===== src/rtl/mux4_rr_collector_if.sv =====
// ---------------------------------------------------------------------------
// mux4_rr_collector_if
//   Bundle of the handshake and data signals between the four sources, the
//   4:1 collector, and the downstream consumer.
//
//   Modports:
//     master : the collector side. It drives in_ready and the output stage,
//              and receives the source offers and downstream ready.
//     slave  : the environment side (sources plus consumer).
//
//   Signals:
//     in_valid [3:0]         channel i offers a word
//     in_data  [4*WIDTH-1:0] channel i word in bits [i*WIDTH +: WIDTH]
//     in_ready [3:0]         channel i word accepted this cycle
//     out_valid              output register holds a word
//     out_data [WIDTH-1:0]   registered word
//     out_s0 / out_s1        granted channel index {s1,s0} (demux select)
//     out_ready              downstream accepts the word
//     xfer_cnt [15:0]        accepted-word count, wraps modulo 2^16
// ---------------------------------------------------------------------------
interface mux4_rr_collector_if #(
  parameter int WIDTH = 8
);
  logic [3:0]         in_valid;
  logic [4*WIDTH-1:0] in_data;
  logic [3:0]         in_ready;
  logic               out_valid;
  logic [WIDTH-1:0]   out_data;
  logic               out_s0;
  logic               out_s1;
  logic               out_ready;
  logic [15:0]        xfer_cnt;

  modport master (
    input  in_valid,
    input  in_data,
    input  out_ready,
    output in_ready,
    output out_valid,
    output out_data,
    output out_s0,
    output out_s1,
    output xfer_cnt
  );

  modport slave (
    output in_valid,
    output in_data,
    output out_ready,
    input  in_ready,
    input  out_valid,
    input  out_data,
    input  out_s0,
    input  out_s1,
    input  xfer_cnt
  );
endinterface


===== src/rtl/mux4_rr_collector.sv =====
// ---------------------------------------------------------------------------
// mux4_rr_collector
//   4-channel to 1-channel collector, the return path for the 1-to-4 demux.
//   Four sources offer words over valid/ready. An arbiter grants one source
//   per transfer, and its word is loaded into a single registered output
//   stage together with the granted channel index {out_s1,out_s0}. That index
//   is encoded exactly as the demux select, so a downstream demux can route
//   the word back to the same lane.
//
//   Build option:
//     MUX4_FIXED_PRIO_EN undefined (default): round-robin arbitration. The
//       search starts at rr_ptr and rr_ptr advances past each grant.
//     MUX4_FIXED_PRIO_EN defined: fixed priority, where channel 0 is highest.
//       rr_ptr is not built in this variant.
//
//   Ports:
//     clk    : single clock; all state updates on the rising edge
//     rst_n  : asynchronous active-low reset
//     bus    : mux4_rr_collector_if.master. It carries in_valid/in_data/
//              in_ready, out_valid/out_data/out_s0/out_s1/out_ready and
//              xfer_cnt.
//
//   Timing:
//     - in_ready is combinational.
//     - An accepted word appears on out_data one cycle after its handshake.
//     - A full output register can drain and refill in the same cycle, which
//       gives 1 word/cycle sustained.
// ---------------------------------------------------------------------------
module mux4_rr_collector #(
  parameter int WIDTH = 8
) (
  input  logic                    clk,
  input  logic                    rst_n,
  mux4_rr_collector_if.master     bus
);

  // Output stage and counter state
  logic             out_valid_q, out_valid_d;
  logic [WIDTH-1:0] out_data_q,  out_data_d;
  logic [1:0]       out_idx_q,   out_idx_d;
  logic [15:0]      xfer_cnt_q,  xfer_cnt_d;

`ifndef MUX4_FIXED_PRIO_EN
  logic [1:0]       rr_ptr_q,    rr_ptr_d;
`endif

  // Arbitration / handshake signals
  logic             load;
  logic             any_valid;
  logic             accept;
  logic [1:0]       grant;
  logic [WIDTH-1:0] grant_word;

  // The register accepts a new word whenever it is empty or being drained.
  assign load      = !out_valid_q || bus.out_ready;
  assign any_valid = |bus.in_valid;
  // rst_n is folded in so that no source sees a handshake while reset is held.
  assign accept    = rst_n && load && any_valid;

`ifndef MUX4_FIXED_PRIO_EN
  // Round-robin: take the first valid channel in the order
  // rr_ptr, rr_ptr+1, rr_ptr+2, rr_ptr+3 (mod 4).
  always_comb begin
    logic       found;
    logic [1:0] cand;
    grant = rr_ptr_q;
    found = 1'b0;
    cand  = rr_ptr_q;
    for (int k = 0; k < 4; k++) begin
      cand = rr_ptr_q + 2'(k);
      if (!found && bus.in_valid[cand]) begin
        grant = cand;
        found = 1'b1;
      end
    end
  end
`else
  // Fixed priority: the lowest-index valid channel wins.
  always_comb begin
    if (bus.in_valid[0])      grant = 2'd0;
    else if (bus.in_valid[1]) grant = 2'd1;
    else if (bus.in_valid[2]) grant = 2'd2;
    else                      grant = 2'd3;
  end
`endif

  assign grant_word = bus.in_data[int'(grant)*WIDTH +: WIDTH];

  // At most one ready bit is set: the granted channel, and only on a load.
  always_comb begin
    bus.in_ready = 4'b0000;
    if (accept) begin
      bus.in_ready[grant] = 1'b1;
    end
  end

  // Next-state logic for the output stage, counter and pointer
  always_comb begin
    out_valid_d = out_valid_q;
    out_data_d  = out_data_q;
    out_idx_d   = out_idx_q;
    xfer_cnt_d  = xfer_cnt_q;
`ifndef MUX4_FIXED_PRIO_EN
    rr_ptr_d    = rr_ptr_q;
`endif
    if (load) begin
      if (any_valid) begin
        out_valid_d = 1'b1;
        out_data_d  = grant_word;
        out_idx_d   = grant;
        xfer_cnt_d  = xfer_cnt_q + 16'd1;
`ifndef MUX4_FIXED_PRIO_EN
        rr_ptr_d    = grant + 2'd1;
`endif
      end else begin
        // Drained with nothing to refill. Data, index and pointer keep
        // their last values.
        out_valid_d = 1'b0;
      end
    end
  end

  // ---- stage boundary: registered output ----
  always_ff @(posedge clk or negedge rst_n) begin
    if (!rst_n) begin
      out_valid_q <= 1'b0;
      out_data_q  <= '0;
      out_idx_q   <= 2'd0;
      xfer_cnt_q  <= 16'd0;
    end else begin
      out_valid_q <= out_valid_d;
      out_data_q  <= out_data_d;
      out_idx_q   <= out_idx_d;
      xfer_cnt_q  <= xfer_cnt_d;
    end
  end

`ifndef MUX4_FIXED_PRIO_EN
  always_ff @(posedge clk or negedge rst_n) begin
    if (!rst_n) begin
      rr_ptr_q <= 2'd0;
    end else begin
      rr_ptr_q <= rr_ptr_d;
    end
  end
`endif

  assign bus.out_valid = out_valid_q;
  assign bus.out_data  = out_data_q;
  assign bus.out_s0    = out_idx_q[0];
  assign bus.out_s1    = out_idx_q[1];
  assign bus.xfer_cnt  = xfer_cnt_q;

endmodule


===== src/flat_wrapper.sv =====
// flat-port wrapper written by rule: the top's interface ports become plain ports
module mux4_rr_collector_flat 
#(
  parameter int WIDTH = 8
)
  (clk, rst_n, bus_in_valid, bus_in_data, bus_out_ready, bus_in_ready, bus_out_valid, bus_out_data, bus_out_s0, bus_out_s1, bus_xfer_cnt);
  mux4_rr_collector_if #(.WIDTH(WIDTH)) bus_i ();
  input  logic clk;
  input  logic rst_n;
  input wire logic [$bits(bus_i.in_valid)-1:0] bus_in_valid;
  input wire logic [$bits(bus_i.in_data)-1:0] bus_in_data;
  input wire logic [$bits(bus_i.out_ready)-1:0] bus_out_ready;
  output wire logic [$bits(bus_i.in_ready)-1:0] bus_in_ready;
  output wire logic [$bits(bus_i.out_valid)-1:0] bus_out_valid;
  output wire logic [$bits(bus_i.out_data)-1:0] bus_out_data;
  output wire logic [$bits(bus_i.out_s0)-1:0] bus_out_s0;
  output wire logic [$bits(bus_i.out_s1)-1:0] bus_out_s1;
  output wire logic [$bits(bus_i.xfer_cnt)-1:0] bus_xfer_cnt;
  assign bus_i.in_valid = bus_in_valid;
  assign bus_i.in_data = bus_in_data;
  assign bus_i.out_ready = bus_out_ready;
  assign bus_in_ready = bus_i.in_ready;
  assign bus_out_valid = bus_i.out_valid;
  assign bus_out_data = bus_i.out_data;
  assign bus_out_s0 = bus_i.out_s0;
  assign bus_out_s1 = bus_i.out_s1;
  assign bus_xfer_cnt = bus_i.xfer_cnt;
  mux4_rr_collector #(.WIDTH(WIDTH)) u_core (.clk(clk), .rst_n(rst_n), .bus(bus_i));
endmodule

===== config.mk =====
export PLATFORM = sky130hd
export DESIGN_NAME = mux4_rr_collector_flat
export DESIGN_NICKNAME = d
export VERILOG_FILES = /design/src/rtl/mux4_rr_collector_if.sv /design/src/rtl/mux4_rr_collector.sv /design/src/flat_wrapper.sv
export SDC_FILE = /design/constraint.sdc
export NUM_CORES = 1
export LEC_CHECK = 0
export ABC_AREA = 1
export BUFFER_PORTS_ARGS = -buffer_cell sky130_fd_sc_hd__buf_2
export CORE_MARGIN = 2
export CORE_UTILIZATION = 32
export CTS_BUF_LIST = sky130_fd_sc_hd__clkbuf_4
export DETAILED_ROUTE_END_ITERATION = 10
export SLEW_MARGIN = 20
export SYNTH_ARGS = -nofsm -noshare
export SYNTH_HDL_FRONTEND = slang
export SYNTH_SLANG_ARGS = --single-unit
export TNS_END_PERCENT = 100

===== constraint.sdc =====
create_clock -name clk -period 2.19 [get_ports clk]
set_input_delay 0.1095 -clock clk [delete_from_list [all_inputs] [get_ports clk]]
set_output_delay 0.1095 -clock clk [all_outputs]
set_load 0.05 [all_outputs]

==> PnR_summary.wiki, run 1 <==
{| class="wikitable"
! Metric !! Value
|-
| Total area of multi-input combinational cells || 1360 um^2
|-
| First-pass GRT wire length || 9160 um
|-
| Post-detailed-routing wire length || 5720 um
|-
| Startpoint kind of the worst setup timing path || flip-flop
|-
| Final setup vio count || 4
|-
| Worst clock skew on the final layout || 0.00663 ns
|-
| Clock tree root buffer cell || sky130_fd_sc_hd__clkbuf_4
|-
| Max-cap violations || 0
|-
| Tightest Pin Transition || 0.365 ns
|-
| Initial Utilization || 32.9%
|-
| Synth-to-Final Area Change || 37.9%
|-
| Area fraction in compound gates after synthesis || 1.27%
|-
| Clock latency at the later pin of the worst-skew pair || 0.32 ns
|-
| Worst endpoint data arrival time || 2.14 ns
|-
| Pint || 2.28 mW
|-
| Synth Instances || 288
|-
| Placed instance area || 2530 um^2
|-
| Maximum number of pins on one net before global-route repair || 30
|-
| Share of final-layout standard cells stronger than drive strength 1 || 44.2%
|-
| Number of nets with antenna violations after detailed routing || 0
|-
| Post-Synth Simple-Gate Area || 50.3%
|-
| Area taken by flip-flops and latches || 728 um^2
|-
| Post-synthesis cell type count || 28
|-
| Avg Inst Size Synth || 7.21 um^2
|-
| Share of the cycle needed by the critical path after routing || 103%
|-
| Grt total ovfl || 0
|-
| Hold WC Path Type || in2reg
|-
| Fill cell count || 650
|-
| DRC errors left || 0
|-
| Setup Crit Path Kind || reg2out
|-
| Peak clock frequency supported by timing || 445 MHz
|-
| Xor and xnor area share after synthesis || 5.91%
|-
| Yosys reg bits || 29
|-
| Power Dens Cells || 1880 nW/um^2
|-
| Setup TNS Final || -0.114 ns
|-
| Number of hold violations in the final report || 0
|-
| Floorplan row count || 29
|-
| Mux share of post-synthesis cell area || 0%
|-
| Combined area of all synthesized cells || 2080 um^2
|-
| Buffer depth of the longest clock path || 2
|-
| Outcome || finished, violations left
|-
| Inserted Clock Buffers || 5
|-
| Violated checks || setup timing
|-
| Net count reported at finish || 418
|-
| Most frequent cells in the layout || sky130_fd_sc_hd__nand2_1 (102), sky130_fd_sc_hd__buf_2 (65), sky130_fd_sc_hd__nand3_1 (36)
|-
| Power share of the clock group || 5.6%
|-
| # port buffers || 69
|-
| Headroom to the max-slew limit || 75.7%
|-
| Min Tclk post-route || 2.25 ns
|-
| Router iterations before antenna repair || 4
|-
| I/O pin count || 70
|-
| Switching component of the power || 3.11 mW
|-
| Die width || 84.5 um
|-
| Final count of pins violating max slew || 0
|-
| Core footprint || 6310 um^2
|-
| Area of the die || 7150 um^2
|-
| Initial antenna violation count || 0
|-
| Final Instance Count excl. Fillers || 455
|-
| Vias in the first global route || 1992
|-
| Worst slack after detailed placement || 0.135 ns
|-
| Worst Path Required || 2.08 ns
|-
| Adder-cell share of the synthesized area || 0.603%
|-
| Relative contribution of sequential cells to total power || 16.2%
|-
| Count of synthesis-stage warnings from yosys || 0
|-
| Most common cell after layout, fill and taps aside || sky130_fd_sc_hd__nand2_1
|-
| Unrepaired setup endpoints after global routing || yes
|-
| CTS HTree Levels || 2
|-
| Drt first-iter violations || 148
|-
| Final worst setup slack || -0.0577 ns
|-
| Half-perimeter wire length of the detailed placement result || 4040 um
|-
| Total power || 5.39 mW
|-
| Area of all placed cells without fillers || 2860 um^2
|-
| Routed wire per std cell || 12.6 um
|-
| Detailed-route vias per instance || 4.72
|-
| Net Sw Frac || 57.8%
|-
| Register area share after synthesis || 35.0%
|-
| Synthesized Nets || 328
|-
| Largest family of logic cells by synthesized area || simple AND/OR/NAND/NOR gates
|-
| GRT Util Overall || 15.7%
|-
| Fraction of power consumed by combinational cells || 78.2%
|-
| Clock transition time at the flip-flop clock pins of the worst setup and hold paths || 0.09 ns
|-
| TritonCTS clock tree || built
|-
| Clock sink count || 29
|-
| Routability congestion estimate || 0.767
|-
| CP max FO || 6
|-
| Endpoint type of the worst setup path || output pin
|-
| Leakage power || 1.61 nW
|-
| Vias after detailed routing || 2149
|-
| Placed insts || 434
|-
| # diodes || 0
|-
| Die height || 84.5 um
|-
| Worst ir drop on vdd || 888 uV
|}
-- power by group through the flow --
stage	Sequential, mW	Clock (mW)	Combinational, mW
after floorplan	1.37	0	2.32
after global placement	0.865	0	3.51
after detailed placement	0.869	0	3.54
after CTS	0.876	0.318	3.83
after global routing	0.900	0.339	4.64
final	0.874	0.300	4.22
-- worst max-delay path, stage by stage (launching register included) --
cell	delay, ns
sky130_fd_sc_hd__dfrtp_2	0.46
sky130_fd_sc_hd__buf_6	0.15
sky130_fd_sc_hd__nand2_4	0.08
sky130_fd_sc_hd__nand2_4	0.07
sky130_fd_sc_hd__nand2_4	0.10
sky130_fd_sc_hd__nand2_8	0.08
sky130_fd_sc_hd__nor2_8	0.19
sky130_fd_sc_hd__nand2_2	0.07
sky130_fd_sc_hd__nand2_2	0.08
sky130_fd_sc_hd__nand3_2	0.08
sky130_fd_sc_hd__nand2_4	0.11
sky130_fd_sc_hd__nand2_2	0.07
sky130_fd_sc_hd__nor2_2	0.11
sky130_fd_sc_hd__buf_6	0.17
-- layout make-up --
class | count | area share [%]
flip-flops and latches | 29 | 25.4
clock inverters | 1 | 0.131
well taps | 77 | 3.37
multi-input cells | 232 | 47.4
inverters | 17 | 2.49
clock buffers | 6 | 1.57
repair buffers | 93 | 19.6
-- logic make-up (layout without fill, tap and decap cells) --
group / count (synthesis) / in the layout
and+or+nand+nor: 213 / 213
DFF: 29 / 29
buffers and inverters: 27 / 117
xor gates and xnor gates: 14 / 14
AOI/OAI and AO/OA: 4 / 4
adders and majority gates: 1 / 1
-- sequential cells by signal, summed over array words and instances (netlist names) --
signal,count
u_core.bus.out_data,8
u_core.bus.xfer_cnt,16
u_core.rr_ptr_q,2
u_core.out_idx_q,2
u_core.bus.out_valid,1
-- routing by layer --
metal,global-route usage (%),vias up,share of wire (%)
met4,4.47,0,2.6
met2,25.1,60,49
met5,0,-,0
li1,-,1094,-
met1,20.8,981,42
met3,4.33,14,6.4
-- metrics by stage --
stage                     util [%]  hold slack [ns]
after floorplan                  -           -0.186
after global placement        40.1            0.175
after detailed placement      40.1            0.182
after CTS                     42.9           0.0410
after global routing          45.3           0.0664
final                         45.3           0.0540
-- synth_stat cells, drive strengths merged --
library cell / count / share of area, %
clkbuf: 1 / 0.18
o21ai: 3 / 0.90
nand4: 2 / 0.60
xnor2: 7 / 3.0
dfrtp: 29 / 35
nand3: 53 / 17
xor2: 7 / 3.0
buf: 9 / 3.6
inv: 17 / 3.2
ha: 1 / 0.60
nor2: 15 / 3.9
nand2: 139 / 28
nor3: 4 / 1.4
o21bai: 1 / 0.36
-- worst paths after layout --
| check | start | endpoint | slack [ns] | depth (start not counted) |
|---|---|---|---|---|
| worst max-delay path | u_core.rr_ptr_q[0] | bus_in_ready[3] | -0.06 | 13 |
| worst min-delay path | bus_out_ready | u_core.bus.out_valid | 0.05 | 4 |
| worst max register to register | u_core.rr_ptr_q[0] | u_core.bus.out_data[7] | 0.08 | 17 |
| worst min register to register | u_core.bus.xfer_cnt[15] | u_core.bus.xfer_cnt[15] | 0.47 | 1 |
| max in group asynchronous | rst_n | u_core.rr_ptr_q[0] | 1.52 | 3 |
| min in group asynchronous | rst_n | u_core.bus.out_data[7] | 0.38 | 3 |
-- timing repair --
item	in CTS	in global routing
setup endpoints to repair	4	11
setup buffers	7	5
hold buffers	1	0
gates resized for setup	22	32
hold endpoints to repair	29	0
gates cloned	1	0
pin swaps	6	16
No activity file was read; power rests on OpenSTA's default activity.
==> run 2: changes to the inputs <==
--- a/config.mk
+++ b/config.mk
@@ -6,11 +6,12 @@
 export NUM_CORES = 1
 export LEC_CHECK = 0
 export ABC_AREA = 1
-export BUFFER_PORTS_ARGS = -buffer_cell sky130_fd_sc_hd__buf_2
+export BUFFER_PORTS_ARGS = -buffer_cell sky130_fd_sc_hd__buf_4
 export CORE_MARGIN = 2
 export CORE_UTILIZATION = 32
 export CTS_BUF_LIST = sky130_fd_sc_hd__clkbuf_4
 export DETAILED_ROUTE_END_ITERATION = 10
+export SETUP_SLACK_MARGIN = 0.5
 export SLEW_MARGIN = 20
 export SYNTH_ARGS = -nofsm -noshare
 export SYNTH_HDL_FRONTEND = slang
==> run 2 against run 1 <==
The run still ends with setup timing left. Clock skew increased by 0.0045 ns. Critical path type unchanged. Largest cell class unchanged. Total power is 15% higher. Fmax down 0.31%. Sequential cell count is the same. Critical path depth stayed put. Worst setup slack got worse by 0.0069 ns.
==> PnR_summary.wiki, run 2 (synthesis gave the netlist of run 1 again) <==
{| class="wikitable"
! Metric !! Value
|-
| Final Instance Count excl. Fillers || 460 (+1.1%)
|-
| Tightest Pin Transition || 0.400 ns (+0.0345 ns)
|-
| Number of nets with antenna violations after detailed routing || 0 (unchanged)
|-
| CTS HTree Levels || 2 (unchanged)
|-
| Worst clock skew on the final layout || 0.0112 ns (+0.00453 ns)
|-
| Die height || 84.5 um (unchanged)
|-
| Worst ir drop on vdd || 936 uV (+5.4%)
|-
| # port buffers || 69 (unchanged)
|-
| Clock latency at the later pin of the worst-skew pair || 0.33 ns (about the same)
|-
| Worst endpoint data arrival time || 2.15 ns (about the same)
|-
| Area of the die || 7150 um^2 (unchanged)
|-
| Final setup vio count || 4 (unchanged)
|-
| Routability congestion estimate || 0.859 (+12%)
|-
| Vias after detailed routing || 2209 (+2.8%)
|-
| CP max FO || 6 (unchanged)
|-
| Floorplan row count || 29 (unchanged)
|-
| Router iterations before antenna repair || 4 (unchanged)
|-
| Grt total ovfl || 0 (unchanged)
|-
| Hold WC Path Type || in2reg
|-
| Half-perimeter wire length of the detailed placement result || 4160 um (+3.0%)
|-
| Inserted Clock Buffers || 5 (unchanged)
|-
| I/O pin count || 70 (unchanged)
|-
| Maximum number of pins on one net before global-route repair || 30 (unchanged)
|-
| Buffer depth of the longest clock path || 2 (unchanged)
|-
| Routed wire per std cell || 12.8 um (+1.8%)
|-
| Min Tclk post-route || 2.25 ns (+0.00694 ns)
|-
| Most common cell after layout, fill and taps aside || sky130_fd_sc_hd__nand2_1
|-
| Drt first-iter violations || 82 (-45%)
|-
| Net count reported at finish || 422 (+0.96%)
|-
| Share of final-layout standard cells stronger than drive strength 1 || 50.7% (+6.5 points)
|-
| Clock tree root buffer cell || sky130_fd_sc_hd__clkbuf_4
|-
| Final worst setup slack || -0.0646 ns (-0.00694 ns)
|-
| Clock transition time at the flip-flop clock pins of the worst setup and hold paths || 0.10 ns (about the same)
|-
| Worst slack after detailed placement || 0.115 ns (-0.0199 ns)
|-
| Worst reg2reg startpoint || u_core.rr_ptr_q[0]
|-
| Total power || 6.17 mW (+15%)
|-
| Final count of pins violating max slew || 0 (unchanged)
|-
| Share of the cycle needed by the critical path after routing || 103% (+0.32 points)
|-
| Setup Crit Path Kind || reg2out
|-
| Max-cap violations || 0 (unchanged)
|-
| Leakage power || 1.74 nW (+7.8%)
|-
| Placed instance area || 2790 um^2 (+10%)
|-
| Placed insts || 434 (unchanged)
|-
| Area of all placed cells without fillers || 3280 um^2 (+15%)
|-
| First-pass GRT wire length || 9410 um (+2.8%)
|-
| Die width || 84.5 um (unchanged)
|-
| Number of hold violations in the final report || 0 (unchanged)
|-
| Headroom to the max-slew limit || 73.3% (-2.4 points)
|-
| Core footprint || 6310 um^2 (unchanged)
|-
| Most frequent cells in the layout || sky130_fd_sc_hd__nand2_1 (100), sky130_fd_sc_hd__buf_4 (79), sky130_fd_sc_hd__nand3_1 (28)
|-
| Initial antenna violation count || 0 (unchanged)
|-
| Vias in the first global route || 2021 (+1.5%)
|-
| Clock sink count || 29 (unchanged)
|-
| Post-detailed-routing wire length || 5890 um (+2.9%)
|-
| Worst Path Required || 2.08 ns (about the same)
|-
| Outcome || finished, violations left
|-
| Endpoint type of the worst setup path || output pin
|-
| Peak clock frequency supported by timing || 444 MHz (-0.31%)
|-
| Initial Utilization || 32.9% (unchanged)
|-
| Power Dens Cells || 1880 nW/um^2 (-0.12%)
|-
| Startpoint kind of the worst setup timing path || flip-flop
|-
| TritonCTS clock tree || built
|-
| Violated checks || setup timing
|-
| Synth-to-Final Area Change || 58.0%
|-
| Detailed-route vias per instance || 4.80 (+1.7%)
|-
| # diodes || 0 (unchanged)
|-
| DRC errors left || 0 (unchanged)
|-
| Number of flip-flops under the largest register name || 16 (unchanged)
|-
| Unrepaired setup endpoints after global routing || yes
|-
| Min-Delay Startpoint || bus_out_ready
|-
| GRT Util Overall || 16.0% (+0.37 points)
|-
| Launching instance or port of the critical path || u_core.rr_ptr_q[0]
|-
| Setup TNS Final || -0.172 ns (-0.0578 ns)
|}
==> run 2: cell types whose count changed in the layout (fill, tap and decap cells not counted), moves of 3 or more <==
cell | previous run | this run
sky130_fd_sc_hd__nor2_1 | 11 | 4
sky130_fd_sc_hd__nor3_2 | 3 | 0
sky130_fd_sc_hd__dfrtp_1 | 27 | 23
sky130_fd_sc_hd__buf_2 | 65 | 0
sky130_fd_sc_hd__nand3_2 | 15 | 21
sky130_fd_sc_hd__nor2_4 | 1 | 6
sky130_fd_sc_hd__dfrtp_2 | 2 | 6
sky130_fd_sc_hd__nor3_4 | 1 | 4
sky130_fd_sc_hd__nand3_1 | 36 | 28
sky130_fd_sc_hd__buf_6 | 6 | 14
sky130_fd_sc_hd__buf_4 | 21 | 79
==> run 2: cell type report <==
cell class	count	area, um^2
Sequential cell	29	733
Fill cell	602	3030
Timing Repair inverter	1	5.00
Tap cell	77	96.3
Clock inverter	2	33.8
Multi-Input combinational cell	232	1480
Clock buffer	6	45.0
Timing Repair Buffer	96	808
Inverter	17	76.3
==> run 2: repair_timing <==
item / CTS / global route
endpoints found under the setup margin: 21 / 22
pin swaps: 17 / 53
setup buffers: 8 / 6
cloned: 2 / 1
hold buffers: 1 / 0
hold endpoints to repair: 29 / 0
gates resized for setup: 40 / 34
==> run 2: worst paths after layout <==
check,to,slack [ns],cells after the start
worst max-delay path,bus_in_ready[1],-0.06,13
worst min-delay path,u_core.bus.out_valid,0.08,4
worst max register to register,u_core.bus.out_data[7],0.11,16
worst min register to register,u_core.bus.xfer_cnt[15],0.47,1
max in group asynchronous,u_core.rr_ptr_q[1],1.56,3
min in group asynchronous,u_core.bus.out_data[4],0.34,3
==> run 2: report_power, final <==
part / internal (mW) / switching (mW)
sequential: 0.729 / 0.171
combinational: 1.83 / 3.00
clock: 0.250 / 0.193
==> run 2: through the flow <==
stage / hold slack [ns] / utilization [%]
detailed placement: 0.174 / 44.2
CTS: 0.0648 / 49.3
finish: 0.0812 / 52.0
global route: 0.0802 / 52.0
floorplan: -0.186 / -
global placement: 0.179 / 44.2
==> run 2: worst max-delay path, stage by stage (launching register included) <==
cell	delay, ns
sky130_fd_sc_hd__dfrtp_2	0.47
sky130_fd_sc_hd__buf_6	0.15
sky130_fd_sc_hd__nand2_2	0.06
sky130_fd_sc_hd__nand2_2	0.07
sky130_fd_sc_hd__nand2_2	0.08
sky130_fd_sc_hd__nand2_4	0.09
sky130_fd_sc_hd__nor2_8	0.17
sky130_fd_sc_hd__nand2_2	0.07
sky130_fd_sc_hd__nand2_2	0.08
sky130_fd_sc_hd__nand2_2	0.06
sky130_fd_sc_hd__nand2_2	0.08
sky130_fd_sc_hd__nand2_4	0.08
sky130_fd_sc_hd__nor3_4	0.19
sky130_fd_sc_hd__buf_6	0.18
==> run 2: layer usage <==
| layer | wire length [um] | part of all wire, % | GRT usage, % |
|---|---|---|---|
| met1 | 2470 | 42 | 19.8 |
| met2 | 2890 | 49 | 27.3 |
| met3 | 417 | 7.1 | 4.72 |
| met4 | 113 | 1.9 | 4.47 |
| met5 | 0 | 0 | 0 |
